## config.mk

```make
export PLATFORM = sky130hd
export DESIGN_NAME = exe_stage_flat
export DESIGN_NICKNAME = d
export VERILOG_FILES = /design/src/rtl/exe_stage_if.sv /design/src/rtl/exe_stage.sv /design/src/flat_wrapper.sv
export SDC_FILE = /design/constraint.sdc
export NUM_CORES = 1
export LEC_CHECK = 0
export ABC_AREA = 1
export CAP_MARGIN = 20
export CORE_ASPECT_RATIO = 1.4
export CORE_MARGIN = 4
export CORE_UTILIZATION = 50
export CTS_CLUSTER_DIAMETER = 200
export DETAILED_ROUTE_END_ITERATION = 8
export PLACE_DENSITY = 0.78
export SLEW_MARGIN = 15
export SYNTH_ARGS = -nofsm -noshare
export SYNTH_HDL_FRONTEND = slang
export SYNTH_SLANG_ARGS = --single-unit
```

## constraint.sdc

```tcl
create_clock -name clock -period 1.2 [get_ports clock]
set_input_delay 0.24 -clock clock [delete_from_list [all_inputs] [get_ports clock]]
set_output_delay 0.24 -clock clock [all_outputs]
set_load 0.05 [all_outputs]
```

## src/rtl/exe_stage_if.sv

```systemverilog
// exe_stage_if -- ID/EXE inputs and EXE/MEM outputs of the execute stage.
//
// Ports (signals of the bundle):
//   ewreg, em2reg, ewmem  ID/EXE control bits
//   ealuc[3:0]            ALU operation
//   ealuimm               1 = B operand is eimm32, 0 = B operand is eqb
//   edestReg[4:0]         destination register
//   eqa, eqb, eimm32      32-bit operands
//   mwreg, mm2reg, mwmem  registered EXE/MEM control
//   mdestReg[4:0]         registered destination
//   mr[31:0]              registered ALU/MUL result
//   mqb[31:0]             registered store data
//   stall                 hold request back to the ID stage
//
// Flow control: there is no valid/ready pair. The ID/EXE side presents one
// instruction per cycle; while stall=1 it must hold every e* input and the PC
// unchanged, and the execute stage loads a bubble (no write, no store) into
// EXE/MEM on each such edge. A cycle with stall=0 consumes the presented
// instruction on the next rising edge.
//
// modport master: drives the e* inputs (ID/EXE side or testbench)
// modport slave : the execute stage itself
interface exe_stage_if;
  logic        ewreg;
  logic        em2reg;
  logic        ewmem;
  logic [3:0]  ealuc;
  logic        ealuimm;
  logic [4:0]  edestReg;
  logic [31:0] eqa;
  logic [31:0] eqb;
  logic [31:0] eimm32;
  logic        mwreg;
  logic        mm2reg;
  logic        mwmem;
  logic [4:0]  mdestReg;
  logic [31:0] mr;
  logic [31:0] mqb;
  logic        stall;

  modport master (
    output ewreg, em2reg, ewmem, ealuc, ealuimm, edestReg, eqa, eqb, eimm32,
    input  mwreg, mm2reg, mwmem, mdestReg, mr, mqb, stall
  );

  modport slave (
    input  ewreg, em2reg, ewmem, ealuc, ealuimm, edestReg, eqa, eqb, eimm32,
    output mwreg, mm2reg, mwmem, mdestReg, mr, mqb, stall
  );
endinterface

```

## src/rtl/exe_stage.sv

```systemverilog
// exe_stage -- pipeline execute stage: ALU, optional sequential multiplier,
// and the EXE/MEM pipeline register.
//
// Ports:
//   clock      rising-edge clock
//   clrn       asynchronous active-low reset
//   bus        exe_stage_if.slave (ID/EXE inputs, EXE/MEM outputs, stall)
//   fsm_state  debug view of the multiplier FSM (0 = IDLE, 1 = BUSY, 2 = DONE);
//              constant 0 when the multiplier is not built
//
// Build option: define EXE_MUL_EN to include the 32-step shift-add multiplier
// for ealuc=1111. Without it, 1111 behaves like any unused code (result 0) and
// stall is tied low.
module exe_stage (
  input  logic         clock,
  input  logic         clrn,
  exe_stage_if.slave   bus,
  output logic [1:0]   fsm_state
);

  localparam logic [3:0] OP_ADD  = 4'b0000;
  localparam logic [3:0] OP_SUB  = 4'b0001;
  localparam logic [3:0] OP_AND  = 4'b0010;
  localparam logic [3:0] OP_OR   = 4'b0011;
  localparam logic [3:0] OP_XOR  = 4'b0100;
  localparam logic [3:0] OP_NOR  = 4'b0101;
  localparam logic [3:0] OP_SLT  = 4'b0110;
  localparam logic [3:0] OP_SLTU = 4'b0111;
  localparam logic [3:0] OP_SLL  = 4'b1000;
  localparam logic [3:0] OP_SRL  = 4'b1001;
  localparam logic [3:0] OP_SRA  = 4'b1010;
  localparam logic [3:0] OP_LUI  = 4'b1011;

  logic [31:0] alu_b;
  logic [31:0] alu_r;
  logic [4:0]  sa;
  logic [31:0] wb_r;       // value written into mr when the register loads
  logic        stall_int;

  // ALU: B is the immediate or eqb; shifts move B by A[4:0].
  always_comb begin
    alu_b = bus.ealuimm ? bus.eimm32 : bus.eqb;
    sa    = bus.eqa[4:0];
    alu_r = '0;
    case (bus.ealuc)
      OP_ADD:  alu_r = bus.eqa + alu_b;
      OP_SUB:  alu_r = bus.eqa - alu_b;
      OP_AND:  alu_r = bus.eqa & alu_b;
      OP_OR:   alu_r = bus.eqa | alu_b;
      OP_XOR:  alu_r = bus.eqa ^ alu_b;
      OP_NOR:  alu_r = ~(bus.eqa | alu_b);
      OP_SLT:  alu_r = {31'd0, $signed(bus.eqa) < $signed(alu_b)};
      OP_SLTU: alu_r = {31'd0, bus.eqa < alu_b};
      OP_SLL:  alu_r = alu_b << sa;
      OP_SRL:  alu_r = alu_b >> sa;
      OP_SRA:  alu_r = $unsigned($signed(alu_b) >>> sa);
      OP_LUI:  alu_r = {alu_b[15:0], 16'd0};
      default: alu_r = '0;
    endcase
  end

`ifdef EXE_MUL_EN
  localparam logic [3:0] OP_MUL = 4'b1111;
  localparam logic [1:0] S_IDLE = 2'd0;
  localparam logic [1:0] S_BUSY = 2'd1;
  localparam logic [1:0] S_DONE = 2'd2;

  logic [1:0]  state;
  logic [5:0]  cnt;
  logic [31:0] mul_a;      // multiplicand, shifted left each step
  logic [31:0] mul_b;      // multiplier, shifted right each step
  logic [31:0] mul_acc;    // low 32 bits of the partial product
  logic        is_mul;

  assign is_mul = (bus.ealuc == OP_MUL);

  // Reset overrides the request so the ID stage is never held while clrn=0.
  assign stall_int = clrn & (((state == S_IDLE) & is_mul) | (state == S_BUSY));
  assign wb_r      = (state == S_DONE) ? mul_acc : alu_r;
  assign fsm_state = state;

  // Inputs are only looked at in IDLE; BUSY works purely on latched operands.
  always_ff @(posedge clock or negedge clrn) begin
    if (!clrn) begin
      state   <= S_IDLE;
      cnt     <= '0;
      mul_a   <= '0;
      mul_b   <= '0;
      mul_acc <= '0;
    end else begin
      case (state)
        S_IDLE: begin
          if (is_mul) begin
            mul_a   <= bus.eqa;
            mul_b   <= alu_b;
            mul_acc <= '0;
            cnt     <= '0;
            state   <= S_BUSY;
          end
        end
        S_BUSY: begin
          if (mul_b[0]) mul_acc <= mul_acc + mul_a;
          mul_a <= mul_a << 1;
          mul_b <= mul_b >> 1;
          cnt   <= cnt + 6'd1;
          // cnt counts completed steps; this edge completes step 32.
          if (cnt == 6'd31) state <= S_DONE;
        end
        S_DONE:  state <= S_IDLE;
        default: state <= S_IDLE;
      endcase
    end
  end
`else
  assign stall_int = 1'b0;
  assign wb_r      = alu_r;
  assign fsm_state = 2'd0;
`endif

  // EXE/MEM pipeline register. A stalled edge inserts a bubble: the write and
  // memory enables drop while destination and data hold their old values.
  logic        mwreg_q, mm2reg_q, mwmem_q;
  logic [4:0]  mdest_q;
  logic [31:0] mr_q, mqb_q;

  always_ff @(posedge clock or negedge clrn) begin
    if (!clrn) begin
      mwreg_q  <= 1'b0;
      mm2reg_q <= 1'b0;
      mwmem_q  <= 1'b0;
      mdest_q  <= '0;
      mr_q     <= '0;
      mqb_q    <= '0;
    end else if (stall_int) begin
      mwreg_q  <= 1'b0;
      mm2reg_q <= 1'b0;
      mwmem_q  <= 1'b0;
    end else begin
      mwreg_q  <= bus.ewreg;
      mm2reg_q <= bus.em2reg;
      mwmem_q  <= bus.ewmem;
      mdest_q  <= bus.edestReg;
      mr_q     <= wb_r;
      mqb_q    <= bus.eqb;
    end
  end

  assign bus.mwreg    = mwreg_q;
  assign bus.mm2reg   = mm2reg_q;
  assign bus.mwmem    = mwmem_q;
  assign bus.mdestReg = mdest_q;
  assign bus.mr       = mr_q;
  assign bus.mqb      = mqb_q;
  assign bus.stall    = stall_int;

endmodule
```

## src/flat_wrapper.sv

```systemverilog
// flat-port wrapper written by rule: the top's interface ports become plain ports
module exe_stage_flat 
  (clock, clrn, fsm_state, bus_ewreg, bus_em2reg, bus_ewmem, bus_ealuc, bus_ealuimm, bus_edestReg, bus_eqa, bus_eqb, bus_eimm32, bus_mwreg, bus_mm2reg, bus_mwmem, bus_mdestReg, bus_mr, bus_mqb, bus_stall);
  exe_stage_if bus_i ();
  input  logic clock;
  input  logic clrn;
  output logic [1:0] fsm_state;
  input wire logic [$bits(bus_i.ewreg)-1:0] bus_ewreg;
  input wire logic [$bits(bus_i.em2reg)-1:0] bus_em2reg;
  input wire logic [$bits(bus_i.ewmem)-1:0] bus_ewmem;
  input wire logic [$bits(bus_i.ealuc)-1:0] bus_ealuc;
  input wire logic [$bits(bus_i.ealuimm)-1:0] bus_ealuimm;
  input wire logic [$bits(bus_i.edestReg)-1:0] bus_edestReg;
  input wire logic [$bits(bus_i.eqa)-1:0] bus_eqa;
  input wire logic [$bits(bus_i.eqb)-1:0] bus_eqb;
  input wire logic [$bits(bus_i.eimm32)-1:0] bus_eimm32;
  output wire logic [$bits(bus_i.mwreg)-1:0] bus_mwreg;
  output wire logic [$bits(bus_i.mm2reg)-1:0] bus_mm2reg;
  output wire logic [$bits(bus_i.mwmem)-1:0] bus_mwmem;
  output wire logic [$bits(bus_i.mdestReg)-1:0] bus_mdestReg;
  output wire logic [$bits(bus_i.mr)-1:0] bus_mr;
  output wire logic [$bits(bus_i.mqb)-1:0] bus_mqb;
  output wire logic [$bits(bus_i.stall)-1:0] bus_stall;
  assign bus_i.ewreg = bus_ewreg;
  assign bus_i.em2reg = bus_em2reg;
  assign bus_i.ewmem = bus_ewmem;
  assign bus_i.ealuc = bus_ealuc;
  assign bus_i.ealuimm = bus_ealuimm;
  assign bus_i.edestReg = bus_edestReg;
  assign bus_i.eqa = bus_eqa;
  assign bus_i.eqb = bus_eqb;
  assign bus_i.eimm32 = bus_eimm32;
  assign bus_mwreg = bus_i.mwreg;
  assign bus_mm2reg = bus_i.mm2reg;
  assign bus_mwmem = bus_i.mwmem;
  assign bus_mdestReg = bus_i.mdestReg;
  assign bus_mr = bus_i.mr;
  assign bus_mqb = bus_i.mqb;
  assign bus_stall = bus_i.stall;
  exe_stage u_core (.clock(clock), .clrn(clrn), .bus(bus_i), .fsm_state(fsm_state));
endmodule
```

==> flow_summary.yaml, run 1 <==
status:
  outcome: "did not finish"
  stop_stage: "global routing (5_1_grt)"
  tool.error: "[ERROR GRT-0116] Global routing finished with congestion. Check the congestion regions in the DRC Viewer."
floorplanning:
  fp.dieH_um: 197
  initial_core_util_pct: 51.2
  core.rowCount: 68
  io_pins: 186
  die_x_um: 143
clock_tree:
  htree_levels: 3
  clockBufferDepth: 2
  numCtsBuffers: 9
  cts.sink_count: 72
  root_buffer: "clkbuf_16"
synthesis:
  synth_cell_types: 51
  yosysTopAreaCell: "nand2_1"
  synth_area_leaders: "nand2_1 (23%), nand3_1 (15%), dfrtp_1 (14%)"
  synth-seq-area-share_pct: 14.1
  synth_top_area_share_pct: 22.9
  ys_top_cells_by_count: "nand2_1 (778), nand3_1 (371), inv_1 (281)"
  postSynth.asyncResetShare_pct: 100
  synth_most_common_cell: "nand2_1"
  syn_inst: 2338
  yosys_warnings: 0
  synth-edff-count: 0
  synth.cell_area_um2: 12800
  synth.ff_latch_count: 72
  avgSynthCellArea_um2: 5.46
  synth_ff_type: "dfrtp_1"
grt:
  grt-ovfl-total: 763
  grt_pass1_vias: 27000
  grt_pass1_wl_um: 178000
  grt_max_degree: 73
  gr-usage-all-layers_pct: 80.6
placed_design:
  port-buffer-count: 182
  post-dp-hpwl_um: 59000
  place.gp.congestion: 1.19
[layer usage]
layer	overflow	GRT usage [%]
met4	241	80.9
met3	16	65.7
met2	486	99.7
met5	3	38.1
met1	17	76.9
[cell families after synthesis]
family | after synthesis | synth area share, %
other | 1 | 0.0294
buffers and inverters | 405 | 13.1
AND/OR/NAND/NOR | 1489 | 50.4
adder cells (fa/ha/maj) | 100 | 9.93
AO/OA/AOI/OAI | 268 | 12.1
XOR/XNOR | 3 | 0.206
flip-flops | 72 | 14.1
[repair_timing]
item                                   in CTS
setup endpoints to repair                  44
gates resized for setup                   571
cloned                                      4
endpoints found under the hold margin      72
pin swaps                                 223
buffers inserted                           86
hold buffers                                1
[metrics by stage]
| step | TNS, ns | cell area [um2] | hold WS (ns) | setup slack (ns) | instances |
|---|---|---|---|---|---|
| 2_1_floorplan | -29.27 | 13300 | -0.0556 | -1.06 | 2340 |
| 3_3_place_gp | -52.15 | 19600 | 0.296 | -1.90 | 3257 |
| 3_5_place_dp | -54.22 | 19600 | 0.307 | -1.95 | 3257 |
| 4_1_cts | -29.15 | 22500 | 0.107 | -0.988 | 3361 |
==> run 2: changes to the inputs <==
- CORE_ASPECT_RATIO: 1.4 -> unset
- CORE_UTILIZATION: 50 -> 35
- CTS_CLUSTER_DIAMETER: 200 -> unset
- PLACE_DENSITY: 0.78 -> unset
- PLACE_DENSITY_LB_ADDON: unset -> 0.15
==> run 2 against run 1 <==
Against the previous run:
- the flow now finishes, with violations (negative setup slack)
- area after synthesis is the same
- synthesized cell count is the same
==> flow_summary.yaml, run 2 <==
status:
  outcome: "finished, violations left"
  violations: "negative setup slack"
synthesis:
  synth.ff_latch_count: 72
  ys_top_cells_by_count: "nand2_1 (778), nand3_1 (371), inv_1 (281)"
  syn_inst: 2338
  synth_ff_type: "dfrtp_1"
  synth-edff-count: 0
  synth_cell_types: 51
  synth-seq-area-share_pct: 14.1
  synth_most_common_cell: "nand2_1"
  synth_area_leaders: "nand2_1 (23%), nand3_1 (15%), dfrtp_1 (14%)"
  avgSynthCellArea_um2: 5.46
  postSynth.asyncResetShare_pct: 100
  synth_top_area_share_pct: 22.9
  yosys_warnings: 0
  synth.cell_area_um2: 12800
  yosysTopAreaCell: "nand2_1"
placed_design:
  pre_cts_ws_ns: -2.02
  dp.cells: 3378
  port-buffer-count: 182
  post-dp-hpwl_um: 64100
  dpl_cell_area_um2: 19700
  place.gp.congestion: 1.06
timing:
  slew_headroom_pct: 52.0
  final.setup.tns_ns: -33.21
  finalCritPeriodShare_pct: 204
  timing.fmax_mhz: 409
  rsz0062_at_grt: "yes"
  worst_slew_pin_slew_ns: 0.720
  slew_viol_final: 0
  finalCriticalPeriod_ns: 2.45
  setup_ws_ns: -1.25
  fin_hold_ws_ns: 0.0684
  hold_viol_final: 0
  setup_viol: 43
grt:
  grt_pass1_vias: 19100
  grt_max_degree: 63
  gr-usage-all-layers_pct: 39.7
  antenna_found_initial: 0
  grt-ovfl-total: 0
  grt_pass1_wl_um: 117000
floorplanning:
  io_pins: 186
  initial_core_util_pct: 35.7
  fp.dieH_um: 199
  core_um2: 35700
  die_x_um: 199
  core.rowCount: 69
  die_area_um2: 39600
power_and_ir_drop:
  p_per_area_nw_per_um2: 810
  p_leak_nw: 12.2
  ir_drop_uv: 935
  total_power_mw: 19.8
final_layout:
  diodes: 0
  finish.utilization_pct: 68.2
  final_cell_mix: "nand2_1 (572), buf_4 (520), nand3_1 (316), inv_1 (191), nand2_2 (180)"
  fill_cells: 3029
  finalNetCount: 3272
  final_common_cell: "nand2_1"
  multiInputGateArea_um2: 12600
  final_area_um2: 24400
  fin_cells: 3527
  seq_area_um2: 1810
  area_growth_pct: 91.2
  layout-drive-gt1-share_pct: 46.8
critical_path:
  endpoint_kind: "flop"
  crit_path_max_incr_delay_ns: 0.36
  cp-startpoint: "bus_ealuimm"
  crit_buf_inv: 8
  cp-start-kind: "input port"
  endpoint: "u_core.bus.mr[14]"
  required_ns: 1.47
  crit_cells: 19
  crit_chain: "buf_12 -> buf_12 -> inv_16 -> buf_6 -> buf_6 -> nand2_4 -> nand2_4 -> inv_4 -> ha_4 -> inv_6 -> buf_4 -> nand4_1 -> nand3_2 -> nand2_1 -> nand3_2 -> o21ai_0 -> a21oi_1 -> nor2_2 -> nand2_1"
  path_delay_family: "simple AND/OR/NAND/NOR gates"
  worstPathArrival_ns: 2.71
  slowest_stage: "ha_4"
  worstPathMaxFanout: 6
  crit_type: "input port to flop"
drt:
  drc: 0
  routed_wl_um: 82300
  num_vias: 19800
  drt-vias-per-instance: 5.60
  wl_per_cell_um: 23.3
  drtIter0Drc: 2030
  firstDrtPassIters: 5
  detail-route-antenna-nets: 0
clock_tree:
  root_buffer: "clkbuf_16"
  clkTransAtPathRegs_ns: 0.07
  htree_levels: 3
  numCtsBuffers: 9
  cts.sink_count: 72
  clockBufferDepth: 2
  cts_tree: "yes"
hold_path:
  hp-class: "input port to flop"
run:
  drv_cap: 0
==> run 2: power by group <==
group / leakage [nW] / switching [mW] / total [mW] / internal [mW]
Clock: 0.157 / 1.45 / 3.30 / 1.85
Combinational: 11.2 / 7.72 / 13.6 / 5.86
Sequential: 0.876 / 0.223 / 2.87 / 2.65
==> run 2: how the worst min path moves through the flow <==
stage | startpoint | end | slack [ns] | depth (start not counted)
6_report | bus_eqb[0] | u_core.bus.mqb[0] | 0.07 | 1
4_1_cts | bus_eqb[5] | u_core.bus.mqb[5] | 0.1 | 1
2_1_floorplan | clrn | u_core.bus.mdestReg[0] | -0.06 | 0
5_1_grt | bus_eqb[0] | u_core.bus.mqb[0] | 0.07 | 1
3_3_place_gp | clrn | u_core.bus.mqb[0] | 0.09 | 1
3_5_place_dp | clrn | u_core.bus.mqb[0] | 0.09 | 1
==> run 2: cell type report <==
class                   instances  area share, %
clock buffers                   9          0.923
multi-input cells            1863           51.5
well taps                     461           2.36
flip-flops and latches         72           7.40
inverters                     305           5.15
repair inverters                3          0.200
clock inverters                 7          0.421
repair buffers                807           32.1
==> run 2: what timing repair did <==
action,in CTS,in global routing
hold buffers,1,0
hold endpoints to repair,72,0
buffers inserted,92,42
endpoints found under the setup margin,54,64
pin swaps,215,180
gates cloned,4,1
resized for setup,661,297
==> run 2: cells by family after synthesis <==
| logic type | synth area share [%] |
|---|---|
| and+or+nand+nor | 50.4 |
| buffers and inverters | 13.1 |
| AOI/OAI and AO/OA | 12.1 |
| adders and majority gates | 9.93 |
| DFF | 14.1 |
| xor gates and xnor gates | 0.206 |
| other | 0.0294 |
==> run 2: layer usage <==
| layer | vias to the layer above | global-route usage, % | routed length [um] |
|---|---|---|---|
| met5 | - | 0 | 0 |
| met1 | 9330 | 49.4 | 31900 |
| li1 | 8974 | - | - |
| met4 | 0 | 22.8 | 6480 |
| met3 | 306 | 8.66 | 7610 |
| met2 | 1143 | 63.4 | 36300 |
(Power assumes the default switching activity.)
==> RTL change (config.mk and constraints of run 2) <==
Build with the macro `EXE_MUL_EN` defined.
--- a/src/rtl/exe_stage.sv
+++ b/src/rtl/exe_stage.sv
@@ -11,6 +11,8 @@
 // Build option: define EXE_MUL_EN to include the 32-step shift-add multiplier
 // for ealuc=1111. Without it, 1111 behaves like any unused code (result 0) and
 // stall is tied low.
+`define EXE_MUL_EN
+
 module exe_stage (
   input  logic         clock,
   input  logic         clrn,
Function: changed (Yosys sat finds a counterexample within 4 cycles, from zero or initial values).
==> RTL change against run 2 <==
  * The flow still finishes with violations (negative setup slack)
  * Routed wire length increased by 42%
  * Worst setup slack got worse by 0.084 ns
  * Sequential cell count increased by 104
  * Final area increased by 40%
  * Non-clock buffer count increased by 243
  * Critical path type unchanged
  * Area after synthesis increased by 54%
  * Power increased to 3.0 times the old value
==> RTL change: results (changes against run 2) <==
.. list-table::
   :header-rows: 1

   * - Metric
     - Value
   * - Number of antenna violations at the first check in global routing
     - 3 (was 0)
   * - Terminating pin of the worst hold path
     - u_core.bus.mqb[7]$_DFFE_PN0N_ (was u_core.bus.mqb[0]$_DFF_PN0_)
   * - Biggest cell delay along the critical path
     - 0.27 ns (was 0.36 ns)
   * - Cell with the largest stage delay on the worst path
     - sky130_fd_sc_hd__o21ai_4 (was sky130_fd_sc_hd__ha_4)
   * - Peak supply drop
     - 1540 uV (was 935 uV)
   * - Violated checks
     - negative setup slack (unchanged)
   * - Most frequent cells after synthesis
     - sky130_fd_sc_hd__nand2_1, sky130_fd_sc_hd__nand3_1, sky130_fd_sc_hd__nor2_1 (was sky130_fd_sc_hd__nand2_1, sky130_fd_sc_hd__nand3_1, sky130_fd_sc_hd__inv_1)
   * - Post-synthesis adder-cell area fraction
     - 8.93% (was 9.93%)
   * - # port buffers
     - 185 (was 182)
   * - Xor-xnor portion of the synthesized cell area
     - 0.403% (was 0.206%)
   * - Synth area leaders
     - sky130_fd_sc_hd__dfrtp_1, sky130_fd_sc_hd__nand2_1, sky130_fd_sc_hd__nand3_1 (was sky130_fd_sc_hd__nand2_1, sky130_fd_sc_hd__nand3_1, sky130_fd_sc_hd__dfrtp_1)
   * - Via count
     - 27,181 (was 19,753)
   * - Finish-stage setup viols
     - 251 (was 43)
   * - Worst slack at placement
     - -2.16 ns (was -2.02 ns)
   * - Sequential fraction of the synthesis area
     - 22.5% (was 14.1%)
   * - Share of final-layout standard cells stronger than drive strength 1
     - 42.8% (was 46.8%)
   * - DR vias/cell
     - 5.53 (was 5.60)
   * - DP HPWL
     - 95,100 um (was 64,100 um)
   * - Crit path arrival time
     - 2.90 ns (was 2.71 ns)
   * - Final critical-path setup slack
     - -1.33 ns (was -1.25 ns)
   * - Pin count of the biggest net entering global routing
     - 82 (was 63)
   * - Run status
     - finished, violations left (unchanged)
   * - Cell type group with the largest total delay on the critical path
     - buffers and inverters (was simple AND/OR/NAND/NOR gates)
   * - Routability congestion estimate
     - 1.06 (about the same)
   * - H-Tree Level Count
     - 4 (was 3)
   * - Tot GR Track Use
     - 37.5% (was 39.7%)
   * - Area post-placement
     - 29,300 um^2 (was 19,700 um^2)
   * - Filler instances
     - 5,013 (was 3,029)
   * - Number of nets in the layout
     - 4,399 (was 3,272)
   * - Worst hold slack
     - 0.0446 ns (was 0.0684 ns)
   * - Maximum fanout count along the critical path
     - 5 (was 6)
[RTL change: cell types whose count changed in the layout (fill, tap and decap cells not counted), sizes merged, moves of 22 or more]
cell          run 2  this run
o22ai            16        63
nand4            21        43
buf             700       943
nor2            212       358
ha               98       135
dfrtp            72       176
a21oi           100       240
o21ai           103       173
nand2           829      1012
[RTL change: what timing repair did]
item / 4_1_cts / 5_1_grt
endpoints found under the hold margin: 48 / 0
endpoints found under the setup margin: 251 / 330
pin swaps: 207 / 179
hold buffers: 1 / 0
gates cloned: 3 / 1
gates resized for setup: 594 / 334
setup buffers: 57 / 33
[RTL change: how the worst max path moves through the flow]
stage	cells past startpoint	from	slack, ns	endpoint
after floorplan	20	bus_ealuimm	-1.03	u_core.bus.mr[23]$_DFFE_PN0N_
after global placement	17	bus_eimm32[19]	-2.16	u_core.bus.mr[24]$_DFFE_PN0N_
after detailed placement	16	bus_eimm32[19]	-2.16	u_core.bus.mr[24]$_DFFE_PN0N_
after CTS	20	bus_ealuimm	-1.19	u_core.bus.mr[8]$_DFFE_PN0N_
after global routing	23	bus_ealuimm	-1.36	u_core.bus.mr[8]$_DFFE_PN0N_
final	19	bus_ealuimm	-1.33	u_core.bus.mr[24]$_DFFE_PN0N_
[RTL change: per-layer routing]
| layer | vias up | part of all wire (%) | track usage (%) |
|---|---|---|---|
| met5 | - | 0 | 0 |
| met3 | 267 | 8.1 | 6.86 |
| met1 | 13098 | 42 | 50.2 |
| met2 | 1260 | 44 | 58.9 |
| li1 | 12556 | - | - |
| met4 | 0 | 5.9 | 17.4 |
[RTL change: report_power, final]
part	internal [mW]	switching (mW)	total, mW	leakage, nW
registers	8.42	2.24	10.7	2.03
logic	19.2	23.4	42.6	14.2
clock network	2.93	2.89	5.82	0.271
[RTL change: logic make-up after synthesis]
logic type / Yosys count
AND/OR/NAND/NOR: 1859
AO/OA/AOI/OAI: 579
buffers and inverters: 469
flip-flops: 176
adder cells (fa/ha/maj): 138
XOR/XNOR: 9
[RTL change: final cells by class]
cell class                      count  area, um^2  area share (%)
Antenna cell                        2        5.00          0.0147
Clock buffer                       18         429            1.26
Clock inverter                     14         145           0.426
Inverter                          319        1350            3.95
Multi-Input combinational cell   2585       16800            49.4
Sequential cell                   176        4410            12.9
Tap cell                          748         936            2.74
Timing Repair Buffer             1050        9990            29.3
Timing Repair inverter              1        11.3          0.0330
